--- src/rtl/fir_pkg.sv ---
// fir_pkg: shared widths, FSM states and output rounding for the FIR tap MAC
package fir_pkg;
    localparam int DATA_W     = 16;
    localparam int COEFF_W    = 16;
    localparam int TAP_W      = 6;
    localparam int TAPS       = 2 ** TAP_W;
    localparam int PROD_W     = DATA_W + COEFF_W;
    localparam int ACC_W      = DATA_W + COEFF_W + TAP_W;
    localparam int COEFF_FRAC = 15;

    typedef enum logic [1:0] {SYNC, IDLE, RUN} state_e;

    localparam logic signed [ACC_W-1:0] RND_HALF = ACC_W'(2 ** (COEFF_FRAC - 1));
    localparam logic signed [ACC_W-1:0] SAT_MAX  = ACC_W'(2 ** (DATA_W - 1) - 1);
    localparam logic signed [ACC_W-1:0] SAT_MIN  = ~SAT_MAX;

    function automatic logic signed [DATA_W-1:0] round_sat(input logic signed [ACC_W-1:0] s);
        logic signed [ACC_W-1:0] r;
        r = (s + RND_HALF) >>> COEFF_FRAC;
        return r > SAT_MAX ? SAT_MAX[DATA_W-1:0] : r < SAT_MIN ? SAT_MIN[DATA_W-1:0] : r[DATA_W-1:0];
    endfunction
endpackage

--- src/rtl/fir_sample_ring.sv ---
// fir_sample_ring: 64-deep sample history; writes land one past head, reads look back tap_i
module fir_sample_ring
    import fir_pkg::*;
(
    input  logic                     clk,
    input  logic                     rst,
    input  logic                     we_i,
    input  logic [TAP_W-1:0]         head_i,
    input  logic signed [DATA_W-1:0] wdata_i,
    input  logic [TAP_W-1:0]         tap_i,
    output logic signed [DATA_W-1:0] rdata_o
);
    logic signed [DATA_W-1:0] mem_q [TAPS];
    logic [TAP_W-1:0] waddr, raddr;

    assign waddr   = head_i + TAP_W'(1);
    assign raddr   = head_i - tap_i;
    assign rdata_o = mem_q[raddr];

    always_ff @(posedge clk) begin
        if (rst) mem_q <= '{default: '0};
        else if (we_i) mem_q[waddr] <= wdata_i;
    end
endmodule

--- src/rtl/fir_tap_mac.sv ---
// fir_tap_mac: serial 64-tap FIR MAC, one tap per enabled cycle, one output per frame
module fir_tap_mac
    import fir_pkg::*;
(
    input  logic                      clk,
    input  logic                      rst,
    input  logic                      clk_enable,
    input  logic [TAP_W-1:0]          tap_index,
    input  logic signed [DATA_W-1:0]  in_sample,
    input  logic                      in_valid,
    output logic                      in_ready,
    output logic [TAP_W-1:0]          coeff_addr,
    input  logic signed [COEFF_W-1:0] coeff_data,
    output logic signed [DATA_W-1:0]  out_sample,
    output logic                      out_valid
);
    state_e state_q, state_d;
    logic pend_full_q, pend_full_d, out_valid_q;
    logic signed [DATA_W-1:0] pend_q, pend_d, out_q, out_d, ring_x, x;
    logic [TAP_W-1:0] head_q, head_d;
    logic signed [PROD_W-1:0] prod_q, prod_d;
    logic signed [ACC_W-1:0] acc_q, acc_d, sum;
    logic frame_edge, start, flush, mac, load;

    assign frame_edge = clk_enable && tap_index == '0;
    assign start      = frame_edge && pend_full_q;
    assign flush      = frame_edge && state_q == RUN;
    assign mac        = clk_enable && !frame_edge && state_q == RUN;
    assign load       = in_valid && !pend_full_q;
    assign sum        = acc_q + ACC_W'(prod_q);
    assign in_ready   = !pend_full_q;
    assign coeff_addr = tap_index;
    assign out_sample = out_q;
    assign out_valid  = out_valid_q;

    fir_sample_ring u_ring (
        .clk     (clk),
        .rst     (rst),
        .we_i    (start),
        .head_i  (head_q),
        .wdata_i (pend_q),
        .tap_i   (tap_index),
        .rdata_o (ring_x)
    );

    // tap 0 takes the new sample straight from pending; the ring write lands the same edge
    always_comb begin
        x           = start ? pend_q : ring_x;
        state_d     = frame_edge ? (pend_full_q ? RUN : IDLE) : state_q;
        pend_full_d = load || (pend_full_q && !frame_edge);
        pend_d      = load ? in_sample : pend_q;
        head_d      = start ? head_q + TAP_W'(1) : head_q;
        prod_d      = (start || mac) ? PROD_W'(x) * PROD_W'(coeff_data) : prod_q;
        acc_d       = frame_edge ? '0 : mac ? sum : acc_q;
        out_d       = flush ? round_sat(sum) : out_q;
    end

    always_ff @(posedge clk) begin
        if (rst) begin
            state_q     <= SYNC;
            pend_full_q <= 1'b0;
            pend_q      <= '0;
            head_q      <= '0;
            prod_q      <= '0;
            acc_q       <= '0;
            out_q       <= '0;
            out_valid_q <= 1'b0;
        end else begin
            state_q     <= state_d;
            pend_full_q <= pend_full_d;
            pend_q      <= pend_d;
            head_q      <= head_d;
            prod_q      <= prod_d;
            acc_q       <= acc_d;
            out_q       <= out_d;
            out_valid_q <= flush;
        end
    end
endmodule

--- config.mk ---
export PLATFORM = sky130hd
export DESIGN_NAME = fir_tap_mac
export DESIGN_NICKNAME = d
export VERILOG_FILES = /design/src/rtl/fir_pkg.sv /design/src/rtl/fir_sample_ring.sv /design/src/rtl/fir_tap_mac.sv
export SDC_FILE = /design/constraint.sdc
export NUM_CORES = 2
export LEC_CHECK = 0
export ABC_AREA = 1
export CORE_ASPECT_RATIO = 0.5
export CORE_MARGIN = 8
export CORE_UTILIZATION = 50
export CTS_CLUSTER_SIZE = 40
export DETAILED_ROUTE_END_ITERATION = 16
export PLACE_DENSITY = 0.65
export SLEW_MARGIN = 40
export SYNTH_ARGS = -nofsm -noshare
export SYNTH_HDL_FRONTEND = slang
export SYNTH_SLANG_ARGS = --single-unit
--- constraint.sdc ---
create_clock -name clk -period 14.5 [get_ports clk]
set_input_delay 2.9 -clock clk [delete_from_list [all_inputs] [get_ports clk]]
set_output_delay 2.9 -clock clk [all_outputs]
set_load 0.02 [all_outputs]
==> flow_metrics.tcl <==
set metrics [dict create \
    yosys.cell_count.top_type "nor2_1" \
    crit_top_cell "fa_1" \
    max_slew_margin 0.4101 \
    power_density_mw_per_mm2 215.2 \
    synthCells 9130 \
    r2r_cells 36 \
    synth_compound_gate_area_share 0.1754 \
    dr.pass1.iters 9 \
    htreeDepth 3 \
    cts_tree "done" \
    start_util 0.5061 \
    avgSynthCellArea_um2 6.867 \
    synth-edff-count 0 \
    syn_nets 9562 \
    drc 0 \
    antenna_found_initial 5 \
    crit_type "in2reg" \
    nFillCells 12150 \
    crit_path_max_fanout 89 \
    min_period_ns 12.93 \
    synthTopCellsByArea "dfxtp_1 36%, nor2_1 15%, o21ai_0 9.5%" \
    setup_viol 0 \
    yosysSeqAreaShare 0.3627 \
    crit_arrival_ns 13.55 \
    ys.flop_type "dfxtp_1" \
    fin_crit_sh 0.8920 \
    crit_path_end "prod_q[29]" \
    whs_path_depth 2 \
    grt_overflow 0 \
    multiInputGateArea_mm2 0.03497 \
    grtUsageTotal 0.3048 \
    finalHoldViolCount 0 \
    cts_buffers 106 \
    core_area_mm2 0.1239 \
    grt_max_degree 250 \
    grt_pass1_wl_mm 335.4 \
    synth_area_mm2 0.06269 \
    synth_top_area_share 0.3627 \
    slew_violations 0 \
    drt_iter0_drc 7311 \
    irDropWorstVdd_mv 0.7758 \
    wire_per_inst_um 20.70 \
    postRouteAntennaNets 0 \
    async_flop_share 0 \
    drive_gt1_frac 0.05271 \
    r2r-end "prod_q[29]" \
    rows 91 \
    place_congestion 0.9440 \
    reg2reg_from "head_q[0]" \
    worst_pin_slew_ns 0.8848 \
    synth_mux_area_frac 0 \
    reg2reg_slack_ns 3.60 \
    rsz0062_at_grt "no" \
    seq_area_mm2 0.02280 \
    p_leak_nw 31.86 \
    ioPinCount 66 \
    end_kind "flip-flop" \
    synth_top_family_by_area "simple AND/OR/NAND/NOR gates" \
    die_y_um 266.4 \
    status "complete, no violations" \
    portBuffers 65 \
    clk_pin_slew_ns 0.07 \
    final_core_util 0.5513 \
    synthAdderAreaFrac 0.1094 \
    syn2layout_area_growth_pct 8.933 \
    fmaxAchievable_mhz 77.31 \
    fin_skew_ns 0.04515 \
    die-area_mm2 0.1377 \
    ys_warn_count 0 \
    maxCapViolCount 0 \
    cp-start-kind "primary input" \
    required_ns 15.12 \
    cts_root_buffer "clkbuf_16" \
    synth_commonest_cells "2486 x nor2_1, 1244 x nand2_1, 1188 x o21ai_0, 1136 x dfxtp_1, 646 x inv_1" \
    path_buf_inv 7 \
    grt_pass1_vias 55680 \
    clockBufferDepth 3 \
    crit_slowest_cell "fa_4" \
    critPathLaunch "tap_index[0]" \
    fp.dieW_um 516.8 \
    ys_ff_latch 1136 \
    synth_cell_types 51 \
    cts.sinks 1136 \
    power_mw 14.70 \
    post_cts_buffers 0 \
    dpl.hpwl_mm 137.0 \
    slowest_delay_ns 0.95 \
    synth_xor_area_frac 0.009220 \
    synth_area_leader_cell "dfxtp_1" \
    drt-vias-per-instance 5.710 \
    hp-class "reg2reg" \
    setup-tns-final_ns 0 \
    via_count 60370 \
    worstSkewPairLatency_ns 0.76 \
    cp.depth 36 \
    nNetsFinal 9244 \
    routed_wl_mm 218.9 \
    cts-resized-gates 0 \
    synthSimpleGateAreaFrac 0.2626 \
    cp_top_family "adder cells" \
    cts_hold_buf 0 \
]
[placed cells by master (no fill, tap or decap), types with 21 or more instances in the layout]
master	n
nor3_1	44
a221oi_1	164
nor2_1	2485
clkdlybuf4s50_1	64
nand2_1	1244
o21ai_0	1182
clkbuf_8	22
xnor2_1	24
nand3_1	299
nand2_2	25
inv_2	48
a21oi_1	603
clkbuf_16	107
inv_1	644
o211ai_1	28
buf_12	21
dfxtp_1	1120
buf_4	109
clkbuf_1	22
xor2_1	33
nand4_1	25
fa_1	263
ha_1	125
[where the power goes]
part           switching (mW)  internal [mW]  total (mW)
sequential             0.0308           3.12        3.15
combinational            5.31           3.21        8.52
clock                    1.34           1.68        3.02
total                    6.69           8.01        14.7
[worst register-to-register path, delay by kind of cell, from the launching register on]
kind | cells | cell delay [ns]
adder cells (fa/ha/maj) | 9 | 4.51
AND/OR/NAND/NOR | 6 | 1.20
AO/OA/AOI/OAI | 13 | 3.54
buffers and inverters | 7 | 0.98
flip-flops | 1 | 0.43
XOR/XNOR | 1 | 0.14
[area by class of cell]
class | instances | share of cell area
Clock inverter | 43 | 0.008977
Tap cell | 1674 | 0.03067
Timing Repair Buffer | 207 | 0.03052
Antenna cell | 1 | 0.00003664
Inverter | 701 | 0.03897
Clock buffer | 151 | 0.04485
Multi-Input combinational cell | 6660 | 0.5121
Sequential cell | 1136 | 0.3339
[per-layer routing]
layer	vias to the layer above	routed length, um	track usage
met1	28380	96050	0.4332
met2	2955	93400	0.4627
met4	2	7754	0.1031
met3	393	21680	0.06096
met5	-	17	0
li1	28640	-	-
[sequential cells by signal (all words and copies together) (netlist names), 2 cells and up]
name / count
out_sample: 16
u_ring.mem_q: 1024
acc_q: 38
prod_q: 32
head_q: 6
pend_q: 16
state_q: 2
[how the worst min path moves through the flow]
stage	end	start	slack [ns]
finish	out_sample[15]	out_sample[15]	0.47
global route	out_sample[15]	out_sample[15]	0.50
CTS	out_sample[15]	out_sample[15]	0.47
detailed placement	out_sample[15]	out_sample[15]	0.46
global placement	acc_q[0]	acc_q[0]	0.46
floorplan	acc_q[0]	acc_q[0]	0.45
[cells by family (layout without fill, tap and decap cells)]
group | count (synthesis) | after routing
xor+xnor | 63 | 63
flops | 1136 | 1136
fa+ha+maj | 390 | 390
simple gates | 4173 | 4173
compound gates | 2034 | 2034
buf+inv | 1334 | 1102
other cells | 0 | 1
[per-stage QoR]
| stage | cells | hold slack [ns] | setup slack, ns | area (um2) |
|---|---|---|---|---|
| 3_5_place_dp | 10380 | 0.4603 | 1.233 | 64510 |
| 4_1_cts | 10570 | 0.4724 | 1.989 | 68190 |
| 6_report | 10570 | 0.4702 | 1.566 | 68290 |
| 2_1_floorplan | 9130 | 0.4491 | 3.556 | 62690 |
| 3_3_place_gp | 10370 | 0.4578 | 1.288 | 64430 |
| 5_1_grt | 10570 | 0.4993 | 1.321 | 68290 |
(Power assumes the default switching activity.)
